===== src/rtl/ula_sequencial.sv =====
// Multicycle ALU: latch the operands on Inicio, run EXECUTA (1 cycle) or MULTIPLICA (LARGURA cycles), then strobe Pronto in FIM.
// Optional feature macro: ULA_MULT_EN compiles in the shift-add multiplier; without it, opcode 110 returns 0.
module ula_sequencial #(
    parameter int LARGURA = 8
) (
    input  logic               Clock,
    input  logic               Resetn,
    input  logic               Inicio,
    input  logic [2:0]         Operacao,
    input  logic [LARGURA-1:0] Entrada1,
    input  logic [LARGURA-1:0] Entrada2,
    output logic               Ocupado,
    output logic               Pronto,
    output logic [LARGURA-1:0] Resultado,
    output logic               Carry,
    output logic               Zero
);

    typedef enum logic [1:0] {OCIOSO, EXECUTA, MULTIPLICA, FIM} estado_t;

    estado_t            estado_q;
    logic [2:0]         op_q;
    logic [LARGURA-1:0] a_q;
    logic [LARGURA-1:0] b_q;
    logic [LARGURA-1:0] res_q;
    logic               carry_q;
    logic               zero_q;
    logic               pronto_q;
    logic               ocupado_q;

    logic [LARGURA-1:0] alu_res;
    logic               alu_carry;

`ifdef ULA_MULT_EN
    localparam int CW = $clog2(LARGURA + 1);

    logic [2*LARGURA-1:0] mcand_q;
    logic [2*LARGURA-1:0] prod_q;
    logic [2*LARGURA-1:0] prod_d;
    logic [CW-1:0]        cnt_q;
    logic                 ultimo;

    // b_q is consumed LSB-first while the multiplicand walks left.
    assign prod_d = prod_q + (b_q[0] ? mcand_q : '0);
    assign ultimo = (cnt_q == CW'(LARGURA - 1));
`endif

    always_comb begin
        alu_res   = '0;
        alu_carry = 1'b0;
        case (op_q)
            3'b000: alu_res = a_q & b_q;
            3'b001: alu_res = a_q | b_q;
            3'b010: alu_res = a_q ^ b_q;
            3'b011: alu_res = ~a_q;
            3'b100: {alu_carry, alu_res} = {1'b0, a_q} + {1'b0, b_q};
            3'b101: begin
                alu_res   = a_q - b_q;
                alu_carry = (a_q < b_q);
            end
            3'b111: begin
                alu_res   = {a_q[LARGURA-2:0], 1'b0};
                alu_carry = a_q[LARGURA-1];
            end
            default: begin
                alu_res   = '0;
                alu_carry = 1'b0;
            end
        endcase
    end

    always_ff @(posedge Clock or negedge Resetn) begin
        if (!Resetn) begin
            estado_q  <= OCIOSO;
            op_q      <= '0;
            a_q       <= '0;
            b_q       <= '0;
            res_q     <= '0;
            carry_q   <= 1'b0;
            zero_q    <= 1'b0;
            pronto_q  <= 1'b0;
            ocupado_q <= 1'b0;
`ifdef ULA_MULT_EN
            mcand_q   <= '0;
            prod_q    <= '0;
            cnt_q     <= '0;
`endif
        end else begin
            case (estado_q)
                OCIOSO: begin
                    if (Inicio) begin
                        op_q      <= Operacao;
                        a_q       <= Entrada1;
                        b_q       <= Entrada2;
                        ocupado_q <= 1'b1;
`ifdef ULA_MULT_EN
                        mcand_q   <= {{LARGURA{1'b0}}, Entrada1};
                        prod_q    <= '0;
                        cnt_q     <= '0;
                        estado_q  <= (Operacao == 3'b110) ? MULTIPLICA : EXECUTA;
`else
                        estado_q  <= EXECUTA;
`endif
                    end
                end
                EXECUTA: begin
                    res_q    <= alu_res;
                    carry_q  <= alu_carry;
                    zero_q   <= (alu_res == '0);
                    pronto_q <= 1'b1;
                    estado_q <= FIM;
                end
`ifdef ULA_MULT_EN
                MULTIPLICA: begin
                    prod_q  <= prod_d;
                    mcand_q <= mcand_q << 1;
                    b_q     <= b_q >> 1;
                    cnt_q   <= cnt_q + CW'(1);
                    if (ultimo) begin
                        res_q    <= prod_d[LARGURA-1:0];
                        carry_q  <= |prod_d[2*LARGURA-1:LARGURA];
                        zero_q   <= (prod_d[LARGURA-1:0] == '0);
                        pronto_q <= 1'b1;
                        estado_q <= FIM;
                    end
                end
`endif
                FIM: begin
                    pronto_q  <= 1'b0;
                    ocupado_q <= 1'b0;
                    estado_q  <= OCIOSO;
                end
                default: begin
                    pronto_q  <= 1'b0;
                    ocupado_q <= 1'b0;
                    estado_q  <= OCIOSO;
                end
            endcase
        end
    end

    assign Ocupado   = ocupado_q;
    assign Pronto    = pronto_q;
    assign Resultado = res_q;
    assign Carry     = carry_q;
    assign Zero      = zero_q;

endmodule


===== config.mk =====
export PLATFORM = sky130hd
export DESIGN_NAME = ula_sequencial
export DESIGN_NICKNAME = d
export VERILOG_FILES = /design/src/rtl/ula_sequencial.sv
export SDC_FILE = /design/constraint.sdc
export NUM_CORES = 1
export LEC_CHECK = 0
export CORE_MARGIN = 1.5
export CORE_UTILIZATION = 40
export DETAILED_ROUTE_END_ITERATION = 8
export DONT_BUFFER_PORTS = 1
export SYNTH_ARGS = -nofsm -noshare
export SYNTH_HDL_FRONTEND = slang
export SYNTH_SLANG_ARGS = --single-unit

===== constraint.sdc =====
create_clock -name Clock -period 3 [get_ports Clock]
set_input_delay 0.45 -clock Clock [delete_from_list [all_inputs] [get_ports Clock]]
set_output_delay 0.45 -clock Clock [all_outputs]
set_load 0.02 [all_outputs]

# After elaboration in Yosys (flattened, before gate mapping)
# Cells that the tools add are included.
# W data, S select, Z words.
# totals
reg_bits	33
wordCells	37
# classes
add_sub_neg	2
n_lt_le_gt_ge	1
eq_ne	8
mux	7
n_bitwise	5
reduce_logical	5
# op_table
operator	n
$pmux W8 S7	1
$add A8 B8 Y9	1
$eq A3 B3 Y1 const B	3
$and A8 B8 Y8	1
$logic_not A8 Y1	1
$lt A8 B8 Y1	1
$not A8 Y8	1
$or A8 B8 Y8	1
$sub A8 B8 Y8	1
$xor A8 B8 Y8	1
$eq A3 B2 Y1 const B	2
$pmux W1 S2	2
$pmux W2 S2	1
$reduce_and A2 Y1	2
$eq A3 B1 Y1 const B	1
$logic_not A3 Y1	1
$pmux W1 S3	1
$eq A2 B1 Y1 const B	1
$logic_not A2 Y1	1
$mux W2	1
$ne A2 B2 Y1 const B	1
$mux W1	1
$not A1 Y1	1

# Longest topological paths before layout
# Gate-level depths: netlist (run 1).
# logic_depth
depth_word	3
depth_mapped	11
depth_no_buf	11

# Least setup slack after synthesis (run 1)
# Ideal clock, no wire load.
# synth_path
path_kind	register -> register
from	register a_q[1]
to	register zero_q, in the netlist Zero
t_arrival_ns	2.401
required_ns	2.896
path_slack_ns	0.495
path_stages_with_launch	10
path_buffers	0
period_less_slack_ns	2.505
path_cell_list	dfrtp_1 inv_1 ha_1 or2_0 a221o_1 a41o_1 a311oi_2 xor2_1 o21ai_1 o41ai_2
# synth_between
elab_chain_len	3
elab_cells_between_ends	8
# synth_rtl
element	line	rtl
from (decl)	23	logic [LARGURA-1:0] a_q;
from (signal assigned)	93	a_q <= Entrada1;
$sub A8 B8 Y8, or another cell as far along	58	alu_res = a_q - b_q;
$pmux W8 S7 *	51	case (op_q)
$logic_not A8 Y1 *	109	zero_q <= (alu_res == '0);
to (signal assigned)	109	
to (decl)	27	logic zero_q;
# Mark *: on every way between the ends. The rest lies on a longest branch, timed or not.
# A chain may end at the register's enable or synchronous reset.

# Worst setup path in the final report (run 1)
# Ends and elaborated chain as after synthesis.

==> flow_metrics.env, run 1 <==
export IMPL_synth_nets=358
export IMPL_hold_viol=0
export IMPL_max_slew_margin=0.5418
export IMPL_dr_total_vias=2089
export IMPL_wl_per_cell_um=15.37
export IMPL_final_util=0.4527
export IMPL_numPlacedInstances=376
export IMPL_final_common_cell="nand2_1"
export IMPL_wl_um=5934
export IMPL_ys_async_sr_fraction=1.000
export IMPL_grt_max_degree=34
export IMPL_r2r_end="Zero"
export IMPL_cts_made_buffers=5
export IMPL_finClkSkew_ns=0.005997
export IMPL_status="finished clean"
export IMPL_root_buffer="clkbuf_8"
export IMPL_drtIter0Drc=103
export IMPL_antenna_found_initial=0
export IMPL_slew_viol_final=0
export IMPL_n_fill_cell=614
export IMPL_htree_levels=2
export IMPL_synth_ff_type="dfrtp_1"
export IMPL_drcViolationCount=0
export IMPL_worstHoldPathType="in2reg"
export IMPL_endpoint_kind="register"
export IMPL_cap_violations=0
export IMPL_synth_edf_count=0
export IMPL_tightestPinTransition_ns=0.6843
export IMPL_core_sq_mm=0.006061
export IMPL_max_freq_ghz=0.3721
export IMPL_clk_pin_slew_ns=0.07
export IMPL_setup_viol=0
export IMPL_worstSetupStartpointType="register"
export IMPL_cts_tree="built"
export IMPL_postSynthAreaPerCell_sq_um=8.270
export IMPL_ys_top_cells_by_area="dfrtp_1 (32%), ha_1 (12%), nand2_1 (5.7%), o21ai_1 (5.3%), inv_1 (4.4%)"
export IMPL_grt_pass1_wl_um=10190
export IMPL_cp_max_fo=6
export IMPL_yosysWarnings=0
export IMPL_drive_gt1_frac=0.08360
export IMPL_final_min_clock_period_ns=2.687
export IMPL_start_util=0.4230
export IMPL_timing_final_crit_share=0.8958
export IMPL_final_cell_mix="nand2_1 (39), dfrtp_1 (33), inv_1 (30)"
export IMPL_postSynthCellCount=310
export IMPL_dieArea_sq_mm=0.006898
export IMPL_grt_pass1_vias=2024
export IMPL_cts_resized=0
export IMPL_first_pass_iters=4
export IMPL_cts_setup_buffers=0
export IMPL_rrSetupSlack_ns=0.31
export IMPL_cp_required_ns=3.19
export IMPL_dieHeight_um=83.06
export IMPL_crit_start="a_q[1]"
export IMPL_seq_area_frac_synth=0.3221
export IMPL_grt_overflow_total=0
export IMPL_grt_util_all_layers=0.1833
export IMPL_layout_nets=358
export IMPL_dpl_hpwl_um=4429
export IMPL_syn_cell_area_sq_mm=0.002564
export IMPL_row_count=28
export IMPL_cp_arrival_ns=2.87
export IMPL_clk_insertion_delay_late_ns=0.29
export IMPL_instances_no_fill=386
export IMPL_reg2reg_depth=9
export IMPL_routed_via_density=5.412
export IMPL_fp_dieW_um=83.06
export IMPL_synth_top_area_share=0.3221
export IMPL_rsz0062_at_grt="false"
export IMPL_ioPinCount=34
export IMPL_synth_seq_cells=33
export IMPL_cts_buffer_depth=2
export IMPL_endpoint="Zero"
export IMPL_synth_largest_area_cell="dfrtp_1"
export IMPL_worstSetupPathType="reg2reg"
export IMPL_fin_tns_setup_ns=0
export IMPL_syn_to_final_growth_pct=7.028
export IMPL_hold_ws_ns=0.2802
export IMPL_cts_sinks=33
export IMPL_diodes=0
export IMPL_ys_types=56
export IMPL_reg2reg_from="a_q[1]"
export IMPL_place_congestion=0.9335
export IMPL_io_buffers=0
export IMPL_ant_nets=0
[logic make-up after synthesis]
logic type | count (synthesis) | share of synthesized area
compound gates | 96 | 0.2387
flops | 33 | 0.3221
mux | 6 | 0.02489
fa+ha+maj | 26 | 0.1327
buf+inv | 48 | 0.09272
xor+xnor | 4 | 0.01367
simple gates | 97 | 0.1752
[worst max-delay path, stage by stage (launching register included)]
cell and delay (ns):
dfrtp_1 0.46, inv_1 0.13, ha_1 0.33, or2_0 0.22
a221o_1 0.34, a41o_1 0.26, a311oi_2 0.25, xor2_1 0.17
o21ai_1 0.11, o41ai_2 0.31
[flip-flops by register name, indices dropped and copies added (netlist names)]
name and count:
Carry 1, Ocupado 1, Pronto 1, Resultado 8
Zero 1, a_q 8, b_q 8, estado_q 2
op_q 3
[synth_stat cells (2+ instances only)]
library cell	count
nand2_1	39
dfrtp_1	33
inv_1	30
nor2_1	28
o21ai_1	27
ha_1	24
a21oi_1	22
o21ai_0	10
nor2b_1	9
clkbuf_1	8
a211oi_1	5
nor3_1	5
o21a_1	4
a221oi_1	3
and3_1	3
buf_6	3
mux2_2	3
mux2i_1	3
nand2b_1	3
a21o_1	2
a31o_1	2
fa_1	2
nand4_1	2
nor3b_1	2
o211ai_1	2
o22ai_1	2
o31a_1	2
o32a_1	2
xnor2_1	2
xor2_1	2
[final cells by class]
cell class	instances	area (sq um)	share of cell area
Clock inverter	1	30.03	0.01094
Inverter	32	120.1	0.04378
Sequential cell	33	825.8	0.3010
Multi-Input combinational cell	229	1505	0.5486
Tap cell	75	93.84	0.03420
Timing Repair Buffer	9	82.58	0.03010
Clock buffer	7	86.33	0.03146
[per-stage QoR]
stage,setup WS (ns),cell area [sq um]
after global routing,0.1082,2744
after detailed placement,0.3032,2597
after floorplan,0.4951,2564
after global placement,0.3856,2597
final,0.3126,2744
after CTS,0.2994,2744
[timing repair]
action,4_1_cts,5_1_grt
hold endpoints to repair,33,0
setup endpoints to repair,0,0
hold buffers,2,0
[worst min-delay path by stage]
stage | endpoint | cells after the start | start | slack, ns
floorplan | Carry | 0 | Resetn | 0.15
global placement | b_q[0] | 0 | Resetn | 0.16
detailed placement | b_q[0] | 0 | Resetn | 0.16
CTS | a_q[0] | 2 | Entrada1[0] | 0.27
global route | a_q[6] | 2 | Entrada1[6] | 0.27
finish | op_q[1] | 2 | Operacao[1] | 0.28
[per-layer routing]
metal  share of wire  track usage
met5               0            0
met4          0.0086      0.04091
met3           0.038      0.03579
met2            0.45       0.2890
met1            0.50       0.2599
Power of run 1 is left out: the tool's default activity adds up to more than one toggle a clock period on the data nets, which glitch-free logic cannot reach.
==> run 2, diff against run 1 <==
--- a/config.mk
+++ b/config.mk
@@ -5,10 +5,13 @@
 export SDC_FILE = /design/constraint.sdc
 export NUM_CORES = 1
 export LEC_CHECK = 0
+export CELL_PAD_IN_SITES_DETAIL_PLACEMENT = 0
+export CELL_PAD_IN_SITES_GLOBAL_PLACEMENT = 2
 export CORE_MARGIN = 1.5
-export CORE_UTILIZATION = 40
+export CORE_UTILIZATION = 38
 export DETAILED_ROUTE_END_ITERATION = 8
 export DONT_BUFFER_PORTS = 1
+export PLACE_DENSITY_LB_ADDON = 0.1
 export SYNTH_ARGS = -nofsm -noshare
 export SYNTH_HDL_FRONTEND = slang
 export SYNTH_SLANG_ARGS = --single-unit
==> run 2 against run 1 <==
Net effect:
- the run now ends with design-rule violations left
- global-route usage shrank 0.19 points
- critical endpoint unchanged
- design area is 1.0% lower
- count of clock-buffer cells in the layout stayed put
==> flow_metrics.env, run 2 (synthesis results as in run 1) <==
export IMPL_status="finished, violations left"
export IMPL_failed_checks="design-rule violations"
export IMPL_worstSetupPathType="reg2reg"
export IMPL_core_sq_mm=0.006422
export IMPL_fin_tns_setup_ns=0
export IMPL_cap_violations=0
export IMPL_syn_to_final_growth_pct=5.954
export IMPL_grt_util_all_layers=0.1814
export IMPL_pwr_density_cell_mw_per_mm2=1377
export IMPL_worstHoldPathType="in2reg"
export IMPL_htree_levels=2
export IMPL_fp_dieW_um=85.14
export IMPL_first_pass_iters=6
export IMPL_cts_setup_buffers=0
export IMPL_final_min_clock_period_ns=2.700
export IMPL_power_switching_mw=1.907
export IMPL_dpl_hpwl_um=4613
export IMPL_reg2reg_depth=9
export IMPL_instances_no_fill=385
export IMPL_slew_viol_final=0
export IMPL_grt_max_degree=34
export IMPL_clk_pin_slew_ns=0.07
export IMPL_holdPathEnd="a_q[7]"
export IMPL_p_int_mw=1.832
export IMPL_cp_arrival_ns=2.89
export IMPL_ir_drop_v=0.0005938
export IMPL_root_buffer="clkbuf_8"
export IMPL_numPlacedInstances=375
export IMPL_p_clk_frac=0.089
export IMPL_place_congestion=0.8574
export IMPL_hold_path_startpoint="Entrada1[7]"
export IMPL_grt_pass1_vias=1873
export IMPL_max_freq_ghz=0.3703
export IMPL_rrSetupSlack_ns=0.30
export IMPL_final_common_cell="nand2_1"
export IMPL_antenna_found_initial=0
export IMPL_hold_viol=0
export IMPL_timing_final_crit_share=0.9001
export IMPL_setup_viol=0
export IMPL_start_util=0.3992
export IMPL_cts_sinks=33
export IMPL_tightestPinTransition_ns=0.6028
export IMPL_wl_um=6187
export IMPL_cts_buffer_depth=2
export IMPL_switching_share=0.5101
export IMPL_grt_pass1_wl_um=10090
export IMPL_cp_max_fo=6
export IMPL_cts_tree="built"
export IMPL_cp_required_ns=3.19
export IMPL_ioPinCount=34
export IMPL_drtIter0Drc=93
export IMPL_pwr_share_comb=0.646
export IMPL_final_cell_mix="nand2_1 (39), dfrtp_1 (33), inv_1 (30)"
export IMPL_row_count=29
export IMPL_wl_per_cell_um=16.07
export IMPL_io_buffers=0
export IMPL_diodes=0
export IMPL_rsz0062_at_grt="false"
export IMPL_reg2reg_from="a_q[1]"
export IMPL_max_slew_margin=0.5981
export IMPL_worstSetupStartpointType="register"
export IMPL_dieArea_sq_mm=0.007248
export IMPL_final_util=0.4230
export IMPL_r2r_end="Zero"
export IMPL_ant_nets=0
export IMPL_min_path_cells=2
export IMPL_finClkSkew_ns=0.004524
export IMPL_drcViolationCount=3
export IMPL_dieHeight_um=85.14
export IMPL_clk_insertion_delay_late_ns=0.28
export IMPL_layout_nets=355
export IMPL_drive_gt1_frac=0.07143
export IMPL_cts_made_buffers=5
export IMPL_dr_total_vias=2009
export IMPL_endpoint_kind="register"
export IMPL_seqPwrFrac=0.264
export IMPL_routed_via_density=5.218
export IMPL_p_leak_nw=1.206
export IMPL_grt_overflow_total=0
## run 2: cell count changes in the layout (fill, tap and decap cells not counted)
cell	change
buf_12	+2
buf_4	-5
bufinv_16	-1
clkbuf_1	+1
clkbuf_8	-1
clkinvlp_4	+1
## run 2: how the worst max path moves through the flow
stage                       from    to  slack, ns  cells after the start
final                     a_q[1]  Zero       0.30                      9
after global routing      a_q[1]  Zero       0.15                      9
after detailed placement  a_q[1]  Zero       0.31                      9
after floorplan           a_q[1]  Zero       0.50                      9
after global placement    a_q[1]  Zero       0.34                      9
after CTS                 a_q[1]  Zero       0.29                      9
## run 2: critical path, stage by stage, from the launching register on
cell,delay [ns]
dfrtp_1,0.48
inv_1,0.14
ha_1,0.34
or2_0,0.22
a221o_1,0.34
a41o_1,0.27
a311oi_2,0.26
xor2_1,0.16
o21ai_1,0.10
o41ai_2,0.30
## run 2: timing repair
item,4_1_cts,5_1_grt
hold buffers,2,0
endpoints found under the hold margin,33,0
gates resized for setup,0,0
## run 2: layout make-up
class,count,area [sq um]
repair buffers,6,85.08
inverters,32,120.1
well taps,77,96.34
fillers,668,3706
clock inverters,1,7.507
clock buffers,7,76.32
multi-input cells,229,1505
flip-flops and latches,33,825.8
## run 2: power groups by stage
stage | Combinational, mW | Clock [mW] | Sequential [mW]
4_1_cts | 2.42 | 0.351 | 0.988
3_3_place_gp | 2.42 | 0 | 0.992
6_report | 2.42 | 0.334 | 0.988
5_1_grt | 2.73 | 0.366 | 1.02
2_1_floorplan | 2.01 | 0 | 0.908
3_5_place_dp | 2.39 | 0 | 0.997
## run 2: layer usage
layer,vias to the layer above,track usage,wire length (um),part of all wire
li1,1056,-,-,-
met1,913,0.2877,3399,0.55
met2,35,0.2511,2536,0.41
met3,5,0.03405,195,0.032
met4,0,0.04024,55,0.0089
met5,-,0,0,0
## run 2: metrics by stage
step	area, sq um	hold slack, ns	setup WS [ns]	power (mW)
2_1_floorplan	2564	0.1544	0.4951	2.922
3_3_place_gp	2603	0.1551	0.3417	3.408
3_5_place_dp	2603	0.1554	0.3111	3.391
4_1_cts	2716	0.2756	0.2919	3.763
5_1_grt	2716	0.2807	0.1477	4.119
6_report	2716	0.2828	0.2998	3.739
(Power assumes the default switching activity.)
==> run 3, diff against run 2 <==
--- a/config.mk
+++ b/config.mk
@@ -5,6 +5,7 @@
 export SDC_FILE = /design/constraint.sdc
 export NUM_CORES = 1
 export LEC_CHECK = 0
+export CAP_MARGIN = 15
 export CELL_PAD_IN_SITES_DETAIL_PLACEMENT = 0
 export CELL_PAD_IN_SITES_GLOBAL_PLACEMENT = 2
 export CORE_MARGIN = 1.5
==> constraint.sdc (replaced) <==
create_clock -name Clock -period 2.8 [get_ports Clock]
set_input_delay 0.42 -clock Clock [delete_from_list [all_inputs] [get_ports Clock]]
set_output_delay 0.42 -clock Clock [all_outputs]
set_load 0.02 [all_outputs]
==> run 3 against run 2 <==
Net effect:
- utilization grew 0.058 points
- the flow still finishes with violations (design-rule violations)
- critical path depth grew 2
- routed wire length is essentially flat
- non-clock buffer count up 4
- count of clock-buffer cells in the layout fell by 1
==> flow_metrics.env, run 3 (synthesis results as in run 1) <==
export IMPL_status="finished, violations left"
export IMPL_failed_checks="design-rule violations"
export IMPL_drcViolationCount=3
export IMPL_ant_nets=0
export IMPL_reg2reg_from="a_q[0]"
export IMPL_routed_via_density=5.316
export IMPL_cp_required_ns=2.99
export IMPL_cts_sinks=33
export IMPL_final_cell_mix="nand2_1 (39), dfrtp_1 (33), inv_1 (29)"
export IMPL_cts_tree="built"
export IMPL_grt_pass1_vias=1905
export IMPL_clk_insertion_delay_late_ns=0.29
export IMPL_tightestPinTransition_ns=0.5395
export IMPL_ioPinCount=34
export IMPL_layout_nets=359
export IMPL_cap_violations=0
export IMPL_antenna_found_initial=0
export IMPL_crit_start="a_q[0]"
export IMPL_dieArea_sq_mm=0.007248
export IMPL_grt_pass1_wl_um=10090
export IMPL_max_freq_ghz=0.3794
export IMPL_place_congestion=0.8205
export IMPL_diodes=0
export IMPL_endpoint_kind="register"
export IMPL_row_count=29
export IMPL_cp_arrival_ns=2.82
export IMPL_fp_dieW_um=85.14
export IMPL_grt_max_degree=38
export IMPL_grt_overflow_total=0
export IMPL_first_pass_iters=6
export IMPL_hold_ws_ns=0.2532
export IMPL_hold_path_startpoint="Entrada1[4]"
export IMPL_cts_buffer_depth=2
export IMPL_start_util=0.3992
export IMPL_core_sq_mm=0.006422
export IMPL_root_buffer="clkbuf_8"
export IMPL_fin_tns_setup_ns=0
export IMPL_final_common_cell="nand2_1"
export IMPL_setup_viol=0
export IMPL_worstSetupPathType="reg2reg"
export IMPL_syn_to_final_growth_pct=6.101
export IMPL_p_leak_nw=1.223
export IMPL_grt_util_all_layers=0.1821
export IMPL_htree_levels=2
export IMPL_timing_final_crit_share=0.9414
export IMPL_pwr_density_cell_mw_per_mm2=1480
export IMPL_drive_gt1_frac=0.08974
export IMPL_finClkSkew_ns=0.002929
export IMPL_slew_viol_final=0
export IMPL_dpl_hpwl_um=4803
export IMPL_dieHeight_um=85.14
export IMPL_max_slew_margin=0.6403
export IMPL_wl_um=6186
export IMPL_worstSetupStartpointType="register"
export IMPL_rsz0062_at_grt="false"
export IMPL_hold_viol=0
export IMPL_worstHoldPathType="in2reg"
export IMPL_clk_pin_slew_ns=0.07
export IMPL_ir_drop_v=0.0004022
export IMPL_drtIter0Drc=74
export IMPL_io_buffers=0
export IMPL_cts_made_buffers=5
export IMPL_final_min_clock_period_ns=2.636
export IMPL_wl_per_cell_um=15.90
export IMPL_dr_total_vias=2068
export IMPL_cp_max_fo=4
==> run 3: changes by cell type in the layout (fill, tap and decap cells not counted) <==
cell	before	now
buf_12	3	1
clkinv_2	0	2
clkbuf_1	2	1
inv_1	30	29
clkinvlp_4	1	0
buf_4	2	8
inv_2	1	2
==> run 3: timing repair <==
| action | CTS | global route |
|---|---|---|
| hold endpoints to repair | 33 | 0 |
| gates resized for setup | 0 | 1 |
| endpoints found under the setup margin | 0 | 1 |
| buffers inserted | 0 | 0 |
| hold buffers | 2 | 0 |
==> run 3: cell type report <==
type,instances,area [sq um]
flip-flops and latches,33,825.8
clock inverters,2,10.01
multi-input cells,229,1505
clock buffers,6,72.57
fillers,683,3702
inverters,32,120.1
repair buffers,10,90.09
well taps,77,96.34
==> run 3: critical path, stage by stage, from the launching register on <==
cell      delay, ns
dfrtp_1        0.40
inv_1          0.13
ha_1           0.18
inv_1          0.05
fa_1           0.39
nor2b_1        0.16
o311ai_1       0.27
a21oi_1        0.15
o21ai_0        0.22
a22o_1         0.19
nand2_1        0.07
o41ai_2        0.33
==> run 3: routing by layer <==
| layer | GRT usage | wire (um) |
|---|---|---|
| met5 | 0 | 0 |
| met4 | 0.04918 | 53 |
| met3 | 0.03696 | 307 |
| met2 | 0.2561 | 2578 |
| met1 | 0.2803 | 3246 |
==> run 3: final timing paths <==
path | to | slack [ns] | depth (start not counted)
worst max register to register | Zero | 0.16 | 11
worst max-delay path | Zero | 0.16 | 11
worst min register to register | estado_q[0] | 0.57 | 1
min in group asynchronous | Resultado[5] | 0.60 | 2
worst min-delay path | a_q[4] | 0.25 | 2
max in group asynchronous | a_q[7] | 2.01 | 2
==> run 3: power breakdown <==
| part | internal [mW] | switching [mW] | leakage, nW |
|---|---|---|---|
| logic | 1.10 | 1.52 | 0.774 |
| clock network | 0.172 | 0.182 | 0.0450 |
| registers | 0.712 | 0.342 | 0.404 |
==> run 3: through the flow <==
stage / utilization / instance area, sq um / setup WS, ns / power, mW / std cells
detailed placement: 0.4060 / 2608 / 0.1785 / 3.667 / 379
CTS: 0.4235 / 2720 / 0.1437 / 4.060 / 389
global placement: 0.4060 / 2608 / 0.2249 / 3.672 / 379
finish: 0.4235 / 2720 / 0.1640 / 4.026 / 389
floorplan: - / 2564 / 0.2951 / 3.130 / 310
global route: 0.4235 / 2720 / 0.02655 / 4.429 / 389
